[config.mk]
export PLATFORM = sky130hd
export DESIGN_NAME = rsa_modexp_core
export DESIGN_NICKNAME = d
export VERILOG_FILES = /design/src/rtl/rsa_pkg.sv /design/src/rtl/rsa_modmul.sv /design/src/rtl/rsa_modexp_core.sv
export SDC_FILE = /design/constraint.sdc
export NUM_CORES = 1
export LEC_CHECK = 0
export CAP_MARGIN = 10
export CORE_ASPECT_RATIO = 1.1
export CORE_UTILIZATION = 45
export DETAILED_ROUTE_END_ITERATION = 6
export PLACE_DENSITY = 0.66
export SLEW_MARGIN = 20
export SYNTH_ARGS = -nofsm -noshare
export SYNTH_HDL_FRONTEND = slang
export SYNTH_SLANG_ARGS = --single-unit
[constraint.sdc]
create_clock -name core_clk -period 11.4 [get_ports core_clk]
set_input_delay 1.71 -clock core_clk [delete_from_list [all_inputs] [get_ports core_clk]]
set_output_delay 1.71 -clock core_clk [all_outputs]
set_load 0.03 [all_outputs]
[src/rtl/rsa_pkg.sv]
// ---------------------------------------------------------------------------
// rsa_pkg
// Shared definitions for the byte-serial RSA modular-exponentiation engine:
// the FSM state encoding of rsa_modexp_core and small width/byte-count
// helpers used to size counters in rsa_modexp_core and rsa_modmul.
// No ports (package).
// ---------------------------------------------------------------------------
package rsa_pkg;

  typedef enum logic [2:0] {
    ST_IDLE  = 3'd0,
    ST_LOAD  = 3'd1,
    ST_CHECK = 3'd2,
    ST_SQR   = 3'd3,
    ST_MUL   = 3'd4,
    ST_DONE  = 3'd5
  } state_e;

  localparam int MIN_WIDTH = 8;
  localparam int MAX_WIDTH = 64;

  // Number of load bytes that make up one operand.
  function automatic int bytes_per_operand(input int width);
    return width / 8;
  endfunction

  // Width of a counter that indexes the bits of a width-bit operand.
  function automatic int bit_index_width(input int width);
    return (width > 1) ? $clog2(width) : 1;
  endfunction

endpackage

[src/rtl/rsa_modmul.sv]
// ---------------------------------------------------------------------------
// rsa_modmul
// Interleaved shift-add (Blakley) modular multiplier: p = a*b mod m.
// One multiplier bit per cycle, MSB first, exactly WIDTH cycles per product.
// The first step is performed on the edge that samples start, so a product
// started on edge S is complete after edge S+WIDTH-1 and done pulses in the
// following cycle. a, b and m are not captured: the caller holds them stable
// while busy. A start while busy restarts the multiplier.
// Ports:
//   clk, rst_n   clock (rising edge), asynchronous active-low reset
//   start        begin a new product (first step on this edge)
//   a, b, m      multiplicand, multiplier, modulus (a < m for exact results)
//   busy         product in progress
//   done         one-cycle pulse, p valid while high and until next start
//   p            product register
// ---------------------------------------------------------------------------
module rsa_modmul
  import rsa_pkg::*;
#(
  parameter int WIDTH = 8
) (
  input  logic             clk,
  input  logic             rst_n,
  input  logic             start,
  input  logic [WIDTH-1:0] a,
  input  logic [WIDTH-1:0] b,
  input  logic [WIDTH-1:0] m,
  output logic             busy,
  output logic             done,
  output logic [WIDTH-1:0] p
);

  localparam int IW = bit_index_width(WIDTH);
  localparam logic [IW-1:0] TOP_BIT    = IW'(WIDTH - 1);
  localparam logic [IW-1:0] SECOND_BIT = IW'(WIDTH - 2);
  localparam logic [IW-1:0] CNT_ONE    = IW'(1);
  localparam logic [IW-1:0] CNT_ZERO   = IW'(0);

  logic [WIDTH-1:0] p_q, p_d;
  logic [IW-1:0]    cnt_q, cnt_d;
  logic             busy_q, busy_d;
  logic             done_q, done_d;

  logic [IW-1:0]    idx_s;
  logic             mbit_s;
  logic [WIDTH-1:0] p_cur_s;
  logic [WIDTH+1:0] m_ext_s;
  logic [WIDTH+1:0] acc_s;
  logic [WIDTH+1:0] red1_s;
  logic [WIDTH-1:0] p_step_s;

  // One Blakley step: P = 2P + (bit ? A : 0), then up to two subtractions of m.
  // With P, A < m the sum is below 3m, which fits in WIDTH+2 bits.
  always_comb begin
    if (start) begin
      idx_s   = TOP_BIT;
      p_cur_s = {WIDTH{1'b0}};
    end else begin
      idx_s   = cnt_q;
      p_cur_s = p_q;
    end
    mbit_s  = b[idx_s];
    m_ext_s = {2'b00, m};
    if (mbit_s) begin
      acc_s = {1'b0, p_cur_s, 1'b0} + {2'b00, a};
    end else begin
      acc_s = {1'b0, p_cur_s, 1'b0};
    end
    if (acc_s >= m_ext_s) begin
      red1_s = acc_s - m_ext_s;
    end else begin
      red1_s = acc_s;
    end
    if (red1_s >= m_ext_s) begin
      p_step_s = WIDTH'(red1_s - m_ext_s);
    end else begin
      p_step_s = WIDTH'(red1_s);
    end
  end

  // Step sequencing: cnt_q is the multiplier bit used by the next step.
  always_comb begin
    p_d    = p_q;
    cnt_d  = cnt_q;
    busy_d = busy_q;
    done_d = 1'b0;
    if (start) begin
      p_d    = p_step_s;
      cnt_d  = SECOND_BIT;
      busy_d = 1'b1;
    end else if (busy_q) begin
      p_d = p_step_s;
      if (cnt_q == CNT_ZERO) begin
        busy_d = 1'b0;
        done_d = 1'b1;
      end else begin
        cnt_d = cnt_q - CNT_ONE;
      end
    end else begin
      p_d = p_q;
    end
  end

  // Multiplier state registers.
  always_ff @(posedge clk or negedge rst_n) begin
    if (!rst_n) begin
      p_q    <= {WIDTH{1'b0}};
      cnt_q  <= CNT_ZERO;
      busy_q <= 1'b0;
      done_q <= 1'b0;
    end else begin
      p_q    <= p_d;
      cnt_q  <= cnt_d;
      busy_q <= busy_d;
      done_q <= done_d;
    end
  end

  assign busy = busy_q;
  assign done = done_q;
  assign p    = p_q;

endmodule

[src/rtl/rsa_modexp_core.sv]
// ---------------------------------------------------------------------------
// rsa_modexp_core
// Byte-serial RSA modular exponentiation: core_dout = base^exp mod mod.
// Operands are WIDTH bits (multiple of 8, 8..64), loaded MSB byte first in
// the order base, exponent, modulus. Left-to-right square-and-multiply over
// all WIDTH exponent bits, using rsa_modmul for every product.
// Optional macro RSA_CONST_TIME_EN: a multiply is executed for every exponent
// bit (product discarded on 0 bits) and the operand-error exit waits for the
// same fixed latency, so done always rises 2*WIDTH*WIDTH+2 cycles after the
// final byte. Without it, 0 bits skip the multiply and errors exit at once.
// Ports:
//   core_clk    clock, rising edge
//   core_rst    asynchronous active-low reset
//   core_load   active-low byte strobe, one byte per cycle sampled low
//   core_din    load byte
//   core_done   result valid, held until the next byte or reset
//   core_err    operand error (mod < 2 or base >= mod), valid with core_done
//   core_dout   result, 0 when core_err is set
// ---------------------------------------------------------------------------
module rsa_modexp_core
  import rsa_pkg::*;
#(
  parameter int WIDTH = 8
) (
  input  logic             core_clk,
  input  logic             core_rst,
  input  logic             core_load,
  input  logic [7:0]       core_din,
  output logic             core_done,
  output logic             core_err,
  output logic [WIDTH-1:0] core_dout
);

  localparam int NBYTES = bytes_per_operand(WIDTH);
  localparam int NLOAD  = 3 * NBYTES;
  localparam int CW     = $clog2(NLOAD);
  localparam int IW     = bit_index_width(WIDTH);
  localparam int OW     = 3 * WIDTH;
  localparam logic [CW-1:0]    LAST_BYTE = CW'(NLOAD - 1);
  localparam logic [CW-1:0]    CNT_ONE   = CW'(1);
  localparam logic [CW-1:0]    CNT_ZERO  = CW'(0);
  localparam logic [IW-1:0]    TOP_BIT   = IW'(WIDTH - 1);
  localparam logic [IW-1:0]    BIT_ONE   = IW'(1);
  localparam logic [IW-1:0]    BIT_ZERO  = IW'(0);
  localparam logic [WIDTH-1:0] R_ONE     = WIDTH'(1);
  localparam logic [WIDTH-1:0] MOD_MIN   = WIDTH'(2);
`ifdef RSA_CONST_TIME_EN
  localparam logic CONST_TIME = 1'b1;
`else
  localparam logic CONST_TIME = 1'b0;
`endif

  state_e           state_q, state_d;
  logic [CW-1:0]    bcnt_q, bcnt_d;
  logic [OW-1:0]    opnd_q, opnd_d;
  logic [WIDTH-1:0] r_q, r_d;
  logic [IW-1:0]    bit_q, bit_d;
  logic             err_flag_q, err_flag_d;
  logic             done_q, done_d;
  logic             err_q, err_d;
  logic [WIDTH-1:0] dout_q, dout_d;

  logic             byte_s, op_done_s, opnd_bad_s, exp_bit_s, last_bit_s;
  logic             mm_start_s, mm_busy_s, mm_done_s;
  logic [WIDTH-1:0] base_s, exp_s, mod_s, mm_a_s, mm_b_s, mm_p_s;

  assign byte_s     = ~core_load;
  assign base_s     = opnd_q[OW-1 -: WIDTH];
  assign exp_s      = opnd_q[2*WIDTH-1 -: WIDTH];
  assign mod_s      = opnd_q[WIDTH-1:0];
  assign opnd_bad_s = (mod_s < MOD_MIN) || (base_s >= mod_s);
  assign exp_bit_s  = exp_s[bit_q];
  assign last_bit_s = (bit_q == BIT_ZERO);
  assign op_done_s  = mm_done_s & ~mm_busy_s;

  rsa_modmul #(.WIDTH(WIDTH)) u_modmul (
    .clk   (core_clk),
    .rst_n (core_rst),
    .start (mm_start_s),
    .a     (mm_a_s),
    .b     (mm_b_s),
    .m     (mod_s),
    .busy  (mm_busy_s),
    .done  (mm_done_s),
    .p     (mm_p_s)
  );

  // FSM state register.
  always_ff @(posedge core_clk or negedge core_rst) begin
    if (!core_rst) begin
      state_q <= ST_IDLE;
    end else begin
      state_q <= state_d;
    end
  end

  // Next state: a byte strobe always wins and (re)starts loading, which is
  // also how a running computation or a held result is abandoned.
  always_comb begin
    state_d = state_q;
    if (byte_s) begin
      if ((state_q == ST_LOAD) && (bcnt_q == LAST_BYTE)) begin
        state_d = ST_CHECK;
      end else begin
        state_d = ST_LOAD;
      end
    end else begin
      case (state_q)
        ST_CHECK: begin
          if (CONST_TIME || !opnd_bad_s) begin
            state_d = ST_SQR;
          end else begin
            state_d = ST_DONE;
          end
        end
        ST_SQR: begin
          if (!op_done_s) begin
            state_d = ST_SQR;
          end else if (CONST_TIME || exp_bit_s) begin
            state_d = ST_MUL;
          end else if (last_bit_s) begin
            state_d = ST_DONE;
          end else begin
            state_d = ST_SQR;
          end
        end
        ST_MUL: begin
          if (!op_done_s) begin
            state_d = ST_MUL;
          end else if (last_bit_s) begin
            state_d = ST_DONE;
          end else begin
            state_d = ST_SQR;
          end
        end
        default: state_d = state_q;
      endcase
    end
  end

  // FSM outputs: accumulator/bit-index updates and multiplier control.
  // The next product starts on the same edge the previous one is written
  // back, so its operands are forwarded from r_d rather than r_q.
  always_comb begin
    r_d        = r_q;
    bit_d      = bit_q;
    err_flag_d = err_flag_q;
    if (byte_s) begin
      err_flag_d = 1'b0;
    end else begin
      case (state_q)
        ST_CHECK: begin
          r_d        = R_ONE;
          bit_d      = TOP_BIT;
          err_flag_d = opnd_bad_s;
        end
        ST_SQR, ST_MUL: begin
          if (op_done_s) begin
            // A multiply on a 0 bit (constant-time only) is discarded.
            if ((state_q == ST_SQR) || exp_bit_s) begin
              r_d = mm_p_s;
            end else begin
              r_d = r_q;
            end
            if (state_d == ST_SQR) begin
              bit_d = bit_q - BIT_ONE;
            end else begin
              bit_d = bit_q;
            end
          end else begin
            r_d = r_q;
          end
        end
        default: r_d = r_q;
      endcase
    end
    mm_start_s = ((state_q == ST_CHECK) || op_done_s) &&
                 ((state_d == ST_SQR) || (state_d == ST_MUL));
    mm_a_s = r_d;
    if (state_d == ST_MUL) begin
      mm_b_s = base_s;
    end else begin
      mm_b_s = r_d;
    end
  end

  // Byte counter and operand shift register (base ends up in the top bytes).
  always_comb begin
    if (byte_s) begin
      opnd_d = {opnd_q[OW-9:0], core_din};
      if (state_q != ST_LOAD) begin
        bcnt_d = CNT_ONE;
      end else if (bcnt_q == LAST_BYTE) begin
        bcnt_d = CNT_ZERO;
      end else begin
        bcnt_d = bcnt_q + CNT_ONE;
      end
    end else begin
      opnd_d = opnd_q;
      bcnt_d = bcnt_q;
    end
  end

  // Result outputs: registered from the DONE state, dropped on a new byte.
  always_comb begin
    done_d = (state_q == ST_DONE) && !byte_s;
    if (done_d) begin
      err_d = err_flag_q;
      if (err_flag_q) begin
        dout_d = {WIDTH{1'b0}};
      end else begin
        dout_d = r_q;
      end
    end else begin
      err_d  = 1'b0;
      dout_d = {WIDTH{1'b0}};
    end
  end

  // Datapath and output registers.
  always_ff @(posedge core_clk or negedge core_rst) begin
    if (!core_rst) begin
      bcnt_q     <= CNT_ZERO;
      opnd_q     <= {OW{1'b0}};
      r_q        <= {WIDTH{1'b0}};
      bit_q      <= BIT_ZERO;
      err_flag_q <= 1'b0;
      done_q     <= 1'b0;
      err_q      <= 1'b0;
      dout_q     <= {WIDTH{1'b0}};
    end else begin
      bcnt_q     <= bcnt_d;
      opnd_q     <= opnd_d;
      r_q        <= r_d;
      bit_q      <= bit_d;
      err_flag_q <= err_flag_d;
      done_q     <= done_d;
      err_q      <= err_d;
      dout_q     <= dout_d;
    end
  end

  assign core_done = done_q;
  assign core_err  = err_q;
  assign core_dout = dout_q;

endmodule

# ---- Word level (Yosys, flattened, before mapping)
# Index checks and enable logic that the tools add are counted.
dict set report totals {
  register_bits 64
  latchBits 0
  mem_bits_rw 0
  romBits 0
  in_bits 11
  output_inout_bits 10
  wordCells 97
  n_memories 0
}
dict set report classes {
  n_addsub 6
  multipliers 0
  div_mod_pow 0
  n_lt_le_gt_ge 6
  eq_ne 13
  n_shift 0
  mux 43
  bitwise 2
  reduce_logical 14
}
# cell count
set op_table {}
lappend op_table {{two-way mux 8 bit} 10}
lappend op_table {{two-way mux 3 bit} 12}
lappend op_table {{>= comparator 10 x 8 -> 1 bit} 2}
lappend op_table {{two-way mux 10 bit} 2}
lappend op_table {{one-hot mux 8 bit (2 select lines)} 1}
lappend op_table {{two-way mux 1 bit} 11}
lappend op_table {{adder 9 x 8 -> 10 bit} 1}
lappend op_table {{subtractor 10 x 8 -> 10 bit} 1}
lappend op_table {{== test 3 x 2 -> 1 bit, second input constant} 3}
lappend op_table {{== test 3 bit, second input constant} 3}
lappend op_table {{one-hot mux 3 bit (3 select lines)} 1}
lappend op_table {{>= comparator 8 bit} 1}
lappend op_table {{< comparator 3 x 4 -> 1 bit, second input constant} 2}
lappend op_table {{< comparator 8 x 2 -> 1 bit, second input constant} 1}
lappend op_table {{subtractor 8 bit} 1}
lappend op_table {{binary-select mux 1 bit (select 3 bit)} 2}
lappend op_table {{zero test 3 bit} 2}
lappend op_table {{two-way mux 2 bit} 3}
lappend op_table {{!= test 2 bit, second input constant} 3}
lappend op_table {{one-hot mux 3 bit (2 select lines)} 1}
lappend op_table {{subtractor 3 x 1 -> 3 bit, second input constant} 2}
lappend op_table {{logical OR 1 bit} 4}
lappend op_table {{AND reduction 4 bit} 1}
lappend op_table {{nonzero test 2 bit} 2}
lappend op_table {{other kinds (10)} 12}

# ---- Longest topological paths before layout
# Gate-level depths: netlist (run 1).
dict set report depth {
  depth_word 19
  depth_mapped 43
  depth_no_buf 40
}

# ---- Cells and area by module
# From an unflattened synthesis (run 1), not the netlist that was laid out.
dict set report unflattened {
  hier_cells 520
  area_unflattened_um2 4850.9
}
# mod n_inst cells_each area_each_um2 seq_area_each_um2
set modules_own_cells {}
lappend modules_own_cells {rsa_modexp_core 1 238 2563.7 1276.2}
lappend modules_own_cells {rsa_modmul 1 282 2287.2 325.3}

# ---- Least setup slack after synthesis (run 1)
# Ideal clock, no wire load.
dict set report synth_timing {
  kind {in2reg}
  startpoint {input port core_load}
  endpoint {register u_modmul.p_q[0], in the netlist u_modmul.p[0]}
  setup_time_ps 73
  t_arrival_ps 9356
  required_time_ps 11327
  slack_ps 1971
  cell_stages 41
  n_path_buf 3
  path_cell_list {clkbuf_1 -> inv_1 -> nor2_1 -> o211ai_1 -> or3_4 -> or3_4 -> buf_6 -> and3_1 -> ha_1 -> fa_1 -> a21o_1 -> a21oi_1 -> nand2b_1 -> o31ai_2 -> xnor2_1 -> o21ai_0 -> ha_1 -> nand4_1 -> [5 not listed] -> o21a_1 -> buf_6 -> mux2_4 -> ha_1 -> inv_1 -> fa_1 -> a21o_1 -> a21oi_1 -> o21bai_1 -> a21oi_1 -> a21oi_1 -> a211oi_1 -> nand2b_1 -> nor3b_1 -> nor2b_1 -> o31ai_4 -> mux2_2 -> a21oi_2}
}
dict set report synth_between {
  elab_chain_len 14
  word_cells_on_any_way 22
  classes_between {3 x add/sub; 2 x order compare; 2 x eq/ne; 12 x mux; 3 x reduce/logical}
}
# element line
set synth_lines {}
lappend synth_lines {{start, declared} rsa_modexp_core.sv:27} ;# input logic core_load,
lappend synth_lines {{branches (longest 14 deep; another with adder 9 x 8 -> 10 bit)} -}
lappend synth_lines {{end signal, assigned} rsa_modmul.sv:107} ;# p_q <= {WIDTH{1'b0}};
lappend synth_lines {{end signal, assigned} rsa_modmul.sv:112} ;# p_q <= p_d;
lappend synth_lines {{end, declared} rsa_modmul.sv:39} ;# logic [WIDTH-1:0] p_q, p_d;
# Several ways; the timed one is not identified. The select of a mux whose other input is x is not followed.
# A chain may end at the register's enable or synchronous reset.

# ---- Final worst setup path (run 1)
dict set report layout_timing {
  startpoint {input port core_load}
  endpoint {register u_modmul.p_q[3], in the netlist u_modmul.p[3]}
}
dict set report layout_between {
  elab_chain_len 14
  word_cells_on_any_way 22
  classes_between {3 x add/sub; 2 x order compare; 2 x eq/ne; 12 x mux; 3 x reduce/logical}
}
# element
set layout_lines {}
lappend layout_lines {{branches (longest 14 deep; another with adder 9 x 8 -> 10 bit)}}
# Several ways; the timed one is not identified. The select of a mux whose other input is x is not followed.

==> results of run 1 <==
-- sequential cells by signal (all words and copies together) (netlist names), 2 cells and up --
signal,flops
core_dout,8
r_q,8
bit_q,3
u_modmul.p,8
state_q,3
opnd_q,24
u_modmul.cnt_q,3
bcnt_q,2
-- cells in the mapped netlist, types with 3 or more instances --
| library cell | number |
|---|---|
| dfrtp_1 | 64 |
| a21oi_1 | 35 |
| ha_1 | 35 |
| nor2_1 | 35 |
| nand2_1 | 33 |
| inv_1 | 30 |
| o21ai_0 | 27 |
| mux2_2 | 25 |
| and3_1 | 16 |
| mux2i_1 | 12 |
| nor2b_1 | 12 |
| and2_1 | 11 |
| xnor2_1 | 11 |
| nand3_1 | 9 |
| a22o_1 | 8 |
| nand2b_1 | 8 |
| a21o_1 | 7 |
| clkbuf_1 | 7 |
| a31oi_1 | 6 |
| nor3_1 | 5 |
| xor2_1 | 5 |
| buf_2 | 4 |
| buf_6 | 4 |
| a211oi_1 | 3 |
| and4_1 | 3 |
| fa_1 | 3 |
| nor4_1 | 3 |
| o31ai_1 | 3 |
-- final cells by class --
type                       count  area (um2)  share of cell area
clock buffer                  11       151.4             0.02943
clock inverter                 5       55.05             0.01070
inverter                      31       116.4             0.02262
multi-input combinational    373        2859              0.5558
sequential                    64        1602              0.3114
tap                          120       150.1             0.02919
timing repair buffer          22       210.2             0.04087
-- path summary, 6_finish.rpt --
check	slack, ns	startpoint	depth (start not counted)	endpoint
max	0.96	core_load	39	u_modmul.p[3]
max reg2reg	1.83	bit_q[0]	40	u_modmul.p[3]
min reg2reg	0.48	r_q[0]	1	core_dout[0]
min	0.48	r_q[0]	1	core_dout[0]
min in group asynchronous	1.53	core_rst	2	bcnt_q[1]
max in group asynchronous	9.34	core_rst	2	opnd_q[0]
-- logic make-up after synthesis --
| group | Yosys count | synth area share |
|---|---|---|
| simple gates | 156 | 0.1814 |
| compound gates | 124 | 0.1998 |
| flops | 64 | 0.3424 |
| buf+inv | 49 | 0.04762 |
| mux | 39 | 0.09230 |
| fa+ha+maj | 38 | 0.1065 |
| xor+xnor | 16 | 0.02996 |
-- critical path: cells and delay by family --
family | cells | cell delay, ns
AOI/OAI and AO/OA | 15 | 3.11
muxes | 2 | 0.54
and+or+nand+nor | 12 | 2.87
buffers and inverters | 4 | 0.76
adders and majority gates | 5 | 1.48
xor gates and xnor gates | 1 | 0.15
-- metrics by stage --
| stage | worst slack [ns] | utilization | instances | instance area (um2) | hold slack [ns] |
|---|---|---|---|---|---|
| after floorplan | 1.971 | - | 486 | 4677 | 0.4464 |
| after global placement | 0.9342 | 0.4939 | 610 | 4931 | 0.4631 |
| after detailed placement | 0.7247 | 0.4939 | 610 | 4931 | 0.4736 |
| after CTS | 1.073 | 0.5145 | 626 | 5137 | 0.4883 |
| after global routing | 0.4585 | 0.5152 | 626 | 5144 | 0.5207 |
| final | 0.9642 | 0.5152 | 626 | 5144 | 0.4813 |
-- cell usage in the layout (no fill, tap or decap), drive strengths merged, types with 3 or more instances in the layout --
cell           count
a211oi             3
a21o               7
a21oi             36
a22o               8
a22oi              3
a31oi              7
and2              12
and3              16
and4               3
buf                3
clkbuf            11
clkdlybuf4s50     19
clkinv             3
dfrtp             64
fa                 3
ha                35
inv               30
mux2              27
mux2i             12
nand2             33
nand2b             8
nand3              9
nor2              35
nor2b             12
nor3               6
nor4               3
o21ai             28
o31ai              7
or2                3
xnor2             11
xor2               5
-- per-layer routing --
layer / GRT usage / up-vias / part of all wire
li1: - / 1787 / -
met3: 0.03333 / 17 / 0.042
met2: 0.3388 / 114 / 0.47
met4: 0.08088 / 0 / 0.017
met1: 0.2735 / 1711 / 0.47
met5: 0 / - / 0
==> reports/qor.txt, run 1 <==
Setup TNS - 0 ns
Post-CTS Setup Inserts - 0
Layout cell share with drive strength beyond 1 - 0.1364
Die W - 99.21 um
# diodes - 0
Pin count of the biggest net entering global routing - 65
Distinct cells, synth - 74
Via count - 3,629
#FFs+latches synth - 64
CP Max Fanout - 14
Syn Inst Count - 486
Nets - 550
Core ar. - 0.009985 mm2
FMAX - 95.82 MHz
Setup crit end kind - flop
Final hold vios - 0
Port bufs - 20
Area Growth Syn to Fin - 9.979%
Area of the die - 0.01081 mm2
Hold/Removal Path Class - flop to flop
Status - finished, final reports clean
Ys flop type - dfrtp_1
Clock Latency Late Sink - 0.35 ns
YS warnings - 0
Sequential area share after synthesis - 0.3424
Req. time, crit path - 11.60 ns
Top-level I/O count - 21
RD Place Congestion - 0.8909
Final wirelength - 10,240 um
Vias in the first global route - 3,593
Max-slew violations - 0
Post-DP HPWL - 7778 um
Max-slew headroom - 0.3583
Post-CTS resize count - 0
Grt ovf - 0
Synth top area share - 0.3424
GRT Util Overall - 0.2062
Max H-tree Level - 3
Iter 0 DRT Violations - 190
Fraction of registers with async set/reset - 1.000
Mapped Area - 0.004677 mm2
Remaining antenna violation count - 0
Site Rows - 38
Clock transition at path regs - 0.07 ns
Initial antenna violation count - 0
Clock Root Buffer - clkbuf_8
Max cap viols - 0
Minimum clock period - 10.44 ns
Worst path max stage delay - 0.52 ns
Post-synth EDFFs - 0
Dominant cell type by area after synthesis - dfrtp_1
Routed len/inst - 16.35 um
Die height - 108.9 um
Worst path slowest cell - clkdlybuf4s50_1
First-pass GRT wire length - 17,260 um
CP Launch Type - primary input
Routed vias/inst - 5.797
Initial core utilization - 0.4684
Worst path most repeated cell - a21oi_1
Clock Skews - 0.01355 ns
Residual DRC count - 0
First drt pass iteration count - 6
Hold bufs inserted after CTS - 0
CTS tree - yes
Syn avg cell area - 9.623 um2
Mapped Nets - 535
Number of fill cells - 922
Synth area leaders - dfrtp_1 (34%), ha_1 (9.4%), mux2_2 (6.0%)
Worst-Margin Slew - 0.9626 ns
Setup CP Type - primary input to flop
Critical Path AT - 10.63 ns
TritonCTS Sinks - 64
Period utilisation layout - 0.9154
Maximum clock insertion buffer count - 2
Final setup fails - 0
Unrepaired setup endpoints after global routing - false
CTS Buf Count - 9
Power of run 1 is left out: the tool's default activity adds up to more than one toggle a clock period on the data nets, which glitch-free logic cannot reach.
==> run 2, diff against run 1 <==
- CORE_UTILIZATION: 45 -> 30
- PLACE_DENSITY: 0.66 -> 0.49
==> run 2 against run 1 <==
  * First-iteration DRC count decreased by 7.9%
  * Clock skew decreased by 0.0036 ns
  * Flip-flop and latch count unchanged
  * Sequential share of layout area decreased by 1.2 points
  * Non-clock buffer count increased by 1
  * Count of clock-buffer cells in the layout increased by 1
  * Routed wire length increased by 9.7%
  * Setup slack improved by 0.014 ns
  * Maximum frequency increased by 0.13%
  * Largest cell class unchanged
  * Via count decreased by 0.17%
  * Critical endpoint is now u_modmul.p[0]
  * Utilization decreased by 16 points
  * Critical path depth unchanged
==> reports/qor.txt, run 2 (same netlist as run 1, synthesis figures left out) <==
Status - finished, final reports clean
Hold bufs inserted after CTS - 0 (unchanged)
Nets - 551 (+0.18%)
Max H-tree Level - 3 (unchanged)
First drt pass iteration count - 4 (-2)
Initial core utilization - 0.3095 (-0.1590)
Clock Latency Late Sink - 0.33 ns (-0.02 ns)
Initial antenna violation count - 0 (unchanged)
Max-slew violations - 0 (unchanged)
Post-CTS Setup Inserts - 0 (unchanged)
Post-CTS resize count - 0 (unchanged)
Port bufs - 20 (unchanged)
Max cap viols - 0 (unchanged)
Most frequent cells in the layout - dfrtp_1 (64), nor2_1 (35), a21oi_1 (35), ha_1 (35), nand2_1 (33)
Worst path slowest cell - or3_4
Most common cell after layout, fill and taps aside - dfrtp_1
Clock transition at path regs - 0.05 ns (-0.02 ns)
Clock Root Buffer - clkbuf_16
Max-slew headroom - 0.4459 (+0.08764)
Req. time, crit path - 11.65 ns (+0.05 ns)
TritonCTS Sinks - 64 (unchanged)
Remaining antenna violation count - 0 (unchanged)
Final wirelength - 11,230 um (+9.7%)
CTS Buf Count - 9 (unchanged)
Worst-Margin Slew - 0.8311 ns (-0.1315 ns)
Iter 0 DRT Violations - 175 (-7.9%)
Die W - 121.1 um (+22%)
Top-level I/O count - 21 (unchanged)
Number of fill cells - 1,525 (+65%)
GRT Util Overall - 0.1484 (-0.05779)
RD Place Congestion - 0.8122 (-8.8%)
Final setup fails - 0 (unchanged)
Worst path max stage delay - 0.42 ns (-0.10 ns)
Residual DRC count - 0 (unchanged)
Period utilisation layout - 0.9142 (-0.001214)
CTS tree - yes
Multi-input gate area in the final layout - 0.002870 mm2 (+0.39%)
Setup CP Type - primary input to flop
Routed len/inst - 15.97 um (-2.3%)
FMAX - 95.95 MHz (+0.13%)
Site Rows - 47 (+24%)
Pin count of the biggest net entering global routing - 65 (unchanged)
Final hold vios - 0 (unchanged)
CP Launch Type - primary input
Max FFs per register - 24 (unchanged)
Area Growth Syn to Fin - 14.47%
Critical Path AT - 10.68 ns (+0.05 ns)
Top reg by flops - opnd_q
Via count - 3,623 (-0.17%)
Clock Skews - 0.009949 ns (-0.003600 ns)
Minimum clock period - 10.42 ns (-0.01384 ns)
CP Max Fanout - 14 (unchanged)
Worst path most repeated cell - a21oi_1
First-pass GRT wire length - 18,520 um (+7.3%)
Post-DP HPWL - 8512 um (+9.4%)
Setup crit end kind - flop
Vias in the first global route - 3,573 (-0.56%)
Routed vias/inst - 5.154 (-11%)
Die height - 133.0 um (+22%)
Register area - 0.001602 mm2 (unchanged)
Maximum clock insertion buffer count - 2 (unchanged)
Area of the die - 0.01609 mm2 (+49%)
Layout cell share with drive strength beyond 1 - 0.1341 (-0.002241)
Hold/Removal Path Class - flop to flop
Setup TNS - 0 ns (unchanged)
# diodes - 0 (unchanged)
Core ar. - 0.01511 mm2 (+51%)
Grt ovf - 0 (unchanged)
Unrepaired setup endpoints after global routing - false
run 2: worst paths after layout:
check,cells after the start,slack (ns),to,startpoint
setup / recovery,39,0.98,u_modmul.p[0],core_load
hold / removal,1,0.48,core_dout[0],r_q[0]
setup reg to reg,40,1.82,u_modmul.p[0],bit_q[0]
hold reg to reg,1,0.48,core_dout[0],r_q[0]
max in group asynchronous,2,9.29,r_q[7],core_rst
min in group asynchronous,2,1.55,bit_q[2],core_rst
run 2: layout make-up:
| type | instances | area share |
|---|---|---|
| Inverter | 31 | 0.02173 |
| Multi-Input combinational cell | 373 | 0.5361 |
| Clock buffer | 12 | 0.04604 |
| Timing Repair Buffer | 23 | 0.04113 |
| Tap cell | 196 | 0.04581 |
| Sequential cell | 64 | 0.2991 |
| Clock inverter | 4 | 0.01005 |
run 2: stage by stage:
| step | setup slack, ns | hold slack (ns) | util | cells | instance area [um2] |
|---|---|---|---|---|---|
| 3_3_place_gp | 0.6825 | 0.4666 | 0.3331 | 687 | 5034 |
| 6_report | 0.9780 | 0.4776 | 0.3543 | 703 | 5354 |
| 2_1_floorplan | 1.971 | 0.4464 | - | 486 | 4677 |
| 5_1_grt | 0.3924 | 0.5147 | 0.3543 | 703 | 5354 |
| 4_1_cts | 0.6761 | 0.4854 | 0.3529 | 703 | 5334 |
| 3_5_place_dp | 0.3860 | 0.4730 | 0.3331 | 687 | 5034 |
run 2: per-layer routing:
| layer | vias to the layer above | GRT usage | routed length (um) |
|---|---|---|---|
| li1 | 1796 | - | - |
| met1 | 1734 | 0.2069 | 5482 |
| met2 | 75 | 0.2302 | 5132 |
| met3 | 18 | 0.02629 | 400 |
| met4 | 0 | 0.05007 | 210 |
| met5 | - | 0 | 0 |
run 2: worst max-delay path: cells and delay by family:
| family | cells | cell delay (ns) |
|---|---|---|
| adders and majority gates | 5 | 1.51 |
| xor gates and xnor gates | 1 | 0.15 |
| and+or+nand+nor | 12 | 2.87 |
| buffers and inverters | 4 | 0.71 |
| muxes | 2 | 0.57 |
| AOI/OAI and AO/OA | 15 | 3.14 |
Power of run 2 is left out for the same reason.
==> run 3, diff against run 2 <==
- CAP_MARGIN: 10 -> 25
- SKIP_LAST_GASP: unset -> 1
==> results of run 3 <==
Final layout, timing and power as in run 2 (identical DEF).
Power of run 3 is left out for the same reason.
